$ cat config.mk
export PLATFORM = sky130hd
export DESIGN_NAME = obstacle_spawner
export DESIGN_NICKNAME = d
export VERILOG_FILES = /design/src/rtl/obstacle_spawner.sv
export SDC_FILE = /design/constraint.sdc
export NUM_CORES = 1
export LEC_CHECK = 0
export BUFFER_PORTS_ARGS = -buffer_cell sky130_fd_sc_hd__buf_2
export CAP_MARGIN = 20
export CORE_MARGIN = 10
export CORE_UTILIZATION = 35
export DETAILED_ROUTE_END_ITERATION = 10
export HOLD_SLACK_MARGIN = 0.03
export PLACE_DENSITY_LB_ADDON = 0.3
export REMOVE_ABC_BUFFERS = 1
export SYNTH_ARGS = -nofsm -noshare
export SYNTH_HDL_FRONTEND = slang
export SYNTH_SLANG_ARGS = --single-unit
$ cat constraint.sdc
create_clock -name clk -period 2.5 [get_ports clk]
set_input_delay 0.25 -clock clk [delete_from_list [all_inputs] [get_ports clk]]
set_output_delay 0.25 -clock clk [all_outputs]
set_load 0.01 [all_outputs]
$ cat src/rtl/obstacle_spawner.sv
// rtl/obstacle_spawner.sv - four-slot falling obstacle pool with periodic spawning
module obstacle_spawner #(
    parameter int SPAWN_INTERVAL = 60,
    parameter int FALL_STEP      = 2,
    parameter int VBP            = 31,
    parameter int VLIMIT         = 511
) (
    input  logic        clk,
    input  logic        rst,
    input  logic        frame_tick,
    input  logic        start,
    input  logic        pause,
    input  logic [9:0]  rand_hpos,
    input  logic [3:0]  clear_slot,
    output logic [3:0]  obj_valid,
    output logic [39:0] obj_hpos,
    output logic [39:0] obj_vpos,
    output logic        spawned,
    output logic        missed,
    output logic        overflow
);

    localparam int CW = (SPAWN_INTERVAL > 1) ? $clog2(SPAWN_INTERVAL) : 1;

    typedef enum logic [1:0] {IDLE, RUN, PAUSED} state_t;

    state_t          state_q, state_d;
    logic [CW-1:0]   cnt_q, cnt_d;
    logic [3:0]      valid_q, valid_d;
    logic [3:0][9:0] hpos_q, hpos_d;
    logic [3:0][9:0] vpos_q, vpos_d;
    logic            spawned_q, spawned_d;
    logic            missed_q, missed_d;
    logic            overflow_q, overflow_d;
    logic [10:0]     sum;
    logic            found;

    always_comb begin
        state_d    = state_q;
        cnt_d      = cnt_q;
        valid_d    = valid_q;
        hpos_d     = hpos_q;
        vpos_d     = vpos_q;
        spawned_d  = 1'b0;
        missed_d   = 1'b0;
        overflow_d = 1'b0;
        sum        = '0;
        found      = 1'b0;
        case (state_q)
            IDLE: begin
                valid_d = '0;
                cnt_d   = '0;
                if (start) state_d = RUN;
            end
            RUN: begin
                if (pause) state_d = PAUSED;
                if (frame_tick) begin
                    // Slots being cleared this cycle neither move nor count as misses.
                    for (int i = 0; i < 4; i++) begin
                        if (valid_q[i] && !clear_slot[i]) begin
                            sum = {1'b0, vpos_q[i]} + 11'(FALL_STEP);
                            if (sum >= 11'(VLIMIT)) begin
                                valid_d[i] = 1'b0;
                                missed_d   = 1'b1;
                            end else begin
                                vpos_d[i] = sum[9:0];
                            end
                        end
                    end
                    if (cnt_q == CW'(SPAWN_INTERVAL - 1)) begin
                        cnt_d = '0;
                        // Free-slot search uses pre-update occupancy so freed slots wait a cycle.
                        for (int i = 0; i < 4; i++) begin
                            if (!valid_q[i] && !found) begin
                                found      = 1'b1;
                                valid_d[i] = 1'b1;
                                hpos_d[i]  = rand_hpos;
                                vpos_d[i]  = 10'(VBP);
                            end
                        end
                        spawned_d  = found;
                        overflow_d = !found;
                    end else begin
                        cnt_d = cnt_q + CW'(1);
                    end
                end
            end
            PAUSED: begin
                if (pause) state_d = RUN;
            end
            default: state_d = IDLE;
        endcase
        valid_d = valid_d & ~clear_slot;
    end

    always_ff @(posedge clk) begin
        if (rst) begin
            state_q    <= IDLE;
            cnt_q      <= '0;
            valid_q    <= '0;
            hpos_q     <= '0;
            vpos_q     <= '0;
            spawned_q  <= 1'b0;
            missed_q   <= 1'b0;
            overflow_q <= 1'b0;
        end else begin
            state_q    <= state_d;
            cnt_q      <= cnt_d;
            valid_q    <= valid_d;
            hpos_q     <= hpos_d;
            vpos_q     <= vpos_d;
            spawned_q  <= spawned_d;
            missed_q   <= missed_d;
            overflow_q <= overflow_d;
        end
    end

    assign obj_valid = valid_q;
    assign obj_hpos  = hpos_q;
    assign obj_vpos  = vpos_q;
    assign spawned   = spawned_q;
    assign missed    = missed_q;
    assign overflow  = overflow_q;

endmodule

* Yosys cells after proc, flatten, opt, wreduce, memory -nomap -nowiden
Cells that the tools add are included. Widths: inputs -> output; s select.
Storage, ports and cells: memories kept 0, register bits 95, latch bits 0, RAM bits 0, logic and storage cells 124, ROM bits 0
Operators by class: eq/ne operators 7, muxes and demuxes 59, bitwise gates (word level) 6, reduce and logical (&&, ||, !) cells 29, multipliers 0, divide/modulo/power cells 0, add/sub/neg operators 5, order comparisons 4, shifts and indexed selects 0
Operators by type and width (number):
- $mux 10 | 12
- $add 10x2->11 const B | 4
- $ge 11x9->1 const B | 4
- $mux 40 | 1
- $mux 1 | 36
- $reduce_and 4->1 | 4
- $mux 6 | 2
- $pmux 6 s2 | 1
- $logic_not 1->1 | 11
- $mux 4 | 2
- $ne 2x2->1 const B | 4
- $pmux 4 s2 | 1
- $logic_and 1x1->1 | 7
- $add 6x1->6 const B | 1
- $eq 6x6->1 const B | 1
- $mux 2 | 3
- $pmux 2 s3 | 1
- $and 4x4->4 | 1
- $not 1->1 | 4
- $not 4->4 | 1
- $reduce_and 2->1 | 2
- $reduce_or 4->1 | 1
- $reduce_and 3->1 | 1
- $reduce_or 3->1 | 1
- 4 further kinds | 4

* Logic depth before layout (Yosys ltp)
word-level depth 23, mapped depth 9

* Least setup slack after synthesis
OpenSTA, ideal clock, no wires.
kind register to register, start point register vpos_q (netlist bit obj_vpos[11]), end point register vpos_q (netlist bit obj_vpos[16]), cell stages (with the launch flop) 9, data required time 2.426 ns, setup slack 0.281 ns, data arrival time 2.144 ns, library setup time 0.074 ns, cells stage by stage dfxtp_1 > ha_1 > clkbuf_1 > inv_1 > nor3_1 > mux2i_1 > o2111ai_2 > or3_1 > a31oi_1
Between the ends: longest elaborated chain between the ends 6
RTL lines:
- start, declared | RTL line 31 | logic [3:0][9:0] vpos_q, vpos_d;
- start signal, assigned | RTL line 111 | vpos_q <= vpos_d;
- $add 10x2->11 (*) | RTL line 61 | sum = {1'b0, vpos_q[i]} + 11'(FALL_STEP);
- $ge 11x9->1 | RTL line 62 | if (sum >= 11'(VLIMIT)) begin
- $mux 10 (*) | RTL line 62
- $mux 10 (*) | RTL line 60 | if (valid_q[i] && !clear_slot[i]) begin
- $mux 10 | RTL line 74 | if (!valid_q[i] && !found) begin
- $mux 40 (*) | RTL line 70 | if (cnt_q == CW'(SPAWN_INTERVAL - 1)) begin
Mark *: on every way between the ends. The rest lies on a longest branch, timed or not. A chain may end at the register's enable or synchronous reset.

* Worst setup path after layout
start point register vpos_q (netlist bit obj_vpos[31]), end point register vpos_q (netlist bit obj_vpos[32])
Same word-level chain as after synthesis.

==> results list <==
* Number of instances in the synthesized netlist: roughly 590
- Entering global routing, the biggest net connects 59 pins.
- Via density per instance: 5.47
* Sequential Area: roughly 1900 um^2
* Fill cell total of the finished layout: around 1300
- Clock tree synthesis selected as its root buffer the cell sky130_fd_sc_hd__clkbuf_16.
* Count of unique library cells instantiated by Yosys: 72
- Global-route wire length before repair: between 20000 and 25000 um
- Launching instance or port of the critical path: obj_vpos[31]$_SDFFE_PP0P_
* TritonCTS clock tree: done
- Number of optimization iterations in the first detailed-route pass: 6
* Routed WL: 15000 um
* Post-layout nets: slightly above 700
- Prior to clock tree synthesis, the placed netlist has a worst setup slack of between 0.2 and 0.25 ns.
* Data required time at the worst endpoint: about 2.7 ns
- Final number of max-transition violations: 0
* Top FF cell, synth: sky130_fd_sc_hd__dfxtp_1
* Most common cell after layout, fill and taps aside: sky130_fd_sc_hd__buf_2
- In this run, synthesis produced a sequential element count of 95.
- The floorplan has 42 rows.
- The worst setup path is of the register to register kind.
* Power per standard cell area: 501 nW/um^2
- Final-report setup violation count: 0
- Number of design-rule violations left by the first detailed-router iteration: roughly 320
* Clock period minus worst slack: around 2.3 ns
* Via count of the first global-routing pass: 4595
- Setup slack of the most critical reg-to-reg path: between 0.2 and 0.25 ns
- Setup repair after global routing left no endpoint under its margin.
- Non-filler instance count after layout: between 800 and 900
- Ratio of cells with drive above 1 in the final layout: between 20% and 30%
- The number of antenna diodes in the final layout is 0.
- Critical path data arrival time: around 2.5 ns
- Detailed-route wire length per cell: 17.1 um
- In the final layout, the multi-input gates occupy 2650 um^2.
* Count of synthesis-stage warnings from yosys: 0
- Compared with the post-synthesis result, the final layout area differs by 23.0%.
- Global Route Usage Sum: between 15 and 20%
* Clk_lat worst skew: between 0.3 and 0.4 ns
- Number of flops mapped to enable cells by yosys: 0
- The core region is around 13000 um^2.
* Die extent in y: around 140 um
* Final worst-path cycle share: roughly nine tenths
* GRT overflow: 0
- In this run the worst path has a maximum fanout of 8.
- Finished Cell Area: between 5000 and 6000 um^2
- For this run, the register share of the synthesized area comes to 39.7%.
- Maximum buffer depth of the clock tree: 2
- The tool flagged a number of max-cap violations equal to 0.
- Endpoint with the worst hold slack: obj_valid[3]$_SDFF_PP0_
* Met1 GRT Util: a little over a fifth
- The number of antenna violations at the first check in global routing is 0.
* FF-to-FF Start: obj_vpos[31]$_SDFFE_PP0P_
- At the pin with the least slew margin, the transition time is 0.658 ns.
- The largest total area in the synthesized netlist belongs to sky130_fd_sc_hd__dfxtp_1.
* Cell types with the largest area share after synthesis: sky130_fd_sc_hd__dfxtp_1 (40%), sky130_fd_sc_hd__nand2_1 (6.8%), sky130_fd_sc_hd__a21oi_1 (5.6%), sky130_fd_sc_hd__nor2_1 (3.7%), sky130_fd_sc_hd__mux2i_1 (2.5%)
- Max rail drop VDD: 0.268 mV
- DR vias: ~4800
* Die Footprint: 18800 um^2
- The clock arrives with 0.00852 ns of skew.
* Remaining antenna violation count: 0
- After clock tree synthesis, the clock-pin slew on the worst setup and hold paths is roughly 0.06 ns.
- Post-layout worst setup margin: around 0.23 ns
- Sum of negative setup slack: 0 ns
- Number of hold violations in the final report: 0
* Startpoint of the tightest hold check path: clear_slot[3]
- Port Buffers: approximately 110
- Once placement completed, the tool counted placed cells totaling 863.
- The die is 137 um wide.
- Met2 Track Usage GR: approximately a quarter
* Starting utilization of the core area: a little over a third
- In this run the critical register-to-register path is captured at obj_vpos[32]$_SDFFE_PP0P_.
- Number of cell instances on the worst register-to-register path: 7
- STA classifies the critical path startpoint as a register.
- Global-route met3 utilization: under 10%
- Fmax achieved: between 0.4 and 0.5 GHz
- Post-DP HPWL: ~11000 um
* Worst hold path depth: 2
- The H-tree generated during clock tree synthesis spans 3 levels.
- Hold-fix buffers, CTS: 0
* Num ports: roughly 110
* Type of element capturing the critical path: register
* Clk sinks: 95
- Worst hold path class: input port to register
- Number of CTS-inserted buffers: 9
- The flow ran to the end, and the final reports show no timing, DRC or antenna violations.
* Area of the mapped netlist: 4790 um^2
- The global routing stage identified its most utilized layer as met2.
* Placer Congestion: between 0.9 and 1
* Post-route DRC: 0
* Relative slew margins: 56.1%
* Most frequent cells in the layout: sky130_fd_sc_hd__buf_2 (105), sky130_fd_sc_hd__dfxtp_1 (95), sky130_fd_sc_hd__nand2_1 (87), sky130_fd_sc_hd__a21oi_1 (54), sky130_fd_sc_hd__nor2_1 (47)
- In this run the static leakage power is between 0.002 and 0.0025 uW.
* Fraction of synthesis flops using an asynchronous set or reset pin: 0%
- In this run the mean area of a mapped cell was roughly 8.1 um^2.
- Instance area at placement: 5620 um^2
- Portion of synthesized cell area occupied by the leading cell type: 39.7%
synthesized netlist by cell type (3+ instances only):
master and instances:
sky130_fd_sc_hd__buf_2 11, sky130_fd_sc_hd__a311oi_1 5, sky130_fd_sc_hd__nand3_1 19, sky130_fd_sc_hd__nand2b_1 5, sky130_fd_sc_hd__and2_1 3, sky130_fd_sc_hd__nor3_1 21, sky130_fd_sc_hd__o41ai_1 3, sky130_fd_sc_hd__a22oi_1 3
sky130_fd_sc_hd__nor2_1 47, sky130_fd_sc_hd__xnor2_1 3, sky130_fd_sc_hd__a21o_1 7, sky130_fd_sc_hd__nand2_1 87, sky130_fd_sc_hd__o31ai_1 4, sky130_fd_sc_hd__o21a_1 3, sky130_fd_sc_hd__and4_1 7, sky130_fd_sc_hd__and3_1 10
sky130_fd_sc_hd__a21oi_1 54, sky130_fd_sc_hd__or3_1 8, sky130_fd_sc_hd__o21ai_0 20, sky130_fd_sc_hd__a21boi_0 4, sky130_fd_sc_hd__o22ai_1 3, sky130_fd_sc_hd__inv_1 19, sky130_fd_sc_hd__o2111ai_1 3, sky130_fd_sc_hd__mux2_2 5
sky130_fd_sc_hd__nand4_1 9, sky130_fd_sc_hd__nand3b_1 3, sky130_fd_sc_hd__mux2i_1 12, sky130_fd_sc_hd__nor2b_1 5, sky130_fd_sc_hd__clkbuf_1 24, sky130_fd_sc_hd__dfxtp_1 95, sky130_fd_sc_hd__a31oi_1 8, sky130_fd_sc_hd__a41oi_1 5
sky130_fd_sc_hd__a211oi_1 10, sky130_fd_sc_hd__o211ai_1 5, sky130_fd_sc_hd__ha_1 9
timing repair:
| item | CTS | global route |
|---|---|---|
| setup endpoints to repair | 0 | 3 |
| setup buffers | 0 | 0 |
| gates resized for setup | 0 | 2 |
through the flow:
step | hold WS (ns) | util, % | total power, uW
after CTS | 0.101 | 44.1 | 2980
after global placement | 0.443 | 42.1 | 1680
after detailed placement | 0.447 | 42.1 | 1690
after global routing | 0.124 | 44.2 | 3060
final | 0.112 | 44.2 | 2950
after floorplan | 0.316 | - | 1600
cells by family after synthesis:
group | Yosys count | share of synthesized area, %
fa+ha+maj | 9 | 2.35
buf+inv | 59 | 5.17
simple gates | 241 | 24.9
mux | 17 | 3.68
compound gates | 165 | 23.7
xor+xnor | 3 | 0.548
flops | 95 | 39.7
per-layer routing:
layer	wire length, um	vias to the layer above
met5	0	-
met4	206	0
met3	1170	14
met2	6830	145
met1	6810	2286
li1	-	2364
power breakdown:
group          internal [uW]  total, uW  switching [uW]  leakage (uW)
Clock                    705       1300             594      0.000129
Combinational           43.1        130            87.1       0.00147
Sequential              1520       1520            5.96      0.000765
Total                   2260       2950             687       0.00236
sequential cells by signal, summed over array words and instances (netlist names):
| signal | count |
|---|---|
| obj_vpos | 40 |
| missed | 1 |
| spawned | 1 |
| state_q | 2 |
| obj_valid | 4 |
| cnt_q | 6 |
| overflow | 1 |
| obj_hpos | 40 |
worst max-delay path, stage by stage (launching register included):
cell                        delay (ns)
sky130_fd_sc_hd__dfxtp_1          0.46
sky130_fd_sc_hd__ha_2             0.31
sky130_fd_sc_hd__nand3_1          0.13
sky130_fd_sc_hd__a2111oi_1        0.39
sky130_fd_sc_hd__o21ai_0          0.21
sky130_fd_sc_hd__a21oi_1          0.24
sky130_fd_sc_hd__o21ai_0          0.17
sky130_fd_sc_hd__a221oi_1         0.28
area by class of cell:
type                            instances  share of cell area, %
Multi-Input combinational cell        435                   45.0
Sequential cell                        95                   32.3
Timing Repair Buffer                  138                   13.1
Clock buffer                           12                   4.18
Tap cell                              176                   3.74
Inverter                               19                   1.21
Clock inverter                          4                  0.488
how the worst max path moves through the flow:
| stage | end | slack, ns | cells after the start |
|---|---|---|---|
| global route | obj_vpos[32]$_SDFFE_PP0P_ | 0.009 | 8 |
| global placement | obj_vpos[28]$_SDFFE_PP0P_ | 0.28 | 7 |
| detailed placement | obj_vpos[27]$_SDFFE_PP0P_ | 0.22 | 8 |
| floorplan | obj_vpos[28]$_SDFFE_PP0P_ | 0.05 | 7 |
| CTS | obj_vpos[32]$_SDFFE_PP0P_ | 0.20 | 7 |
| finish | obj_vpos[32]$_SDFFE_PP0P_ | 0.23 | 7 |
Power figures use the tool's default switching activity.
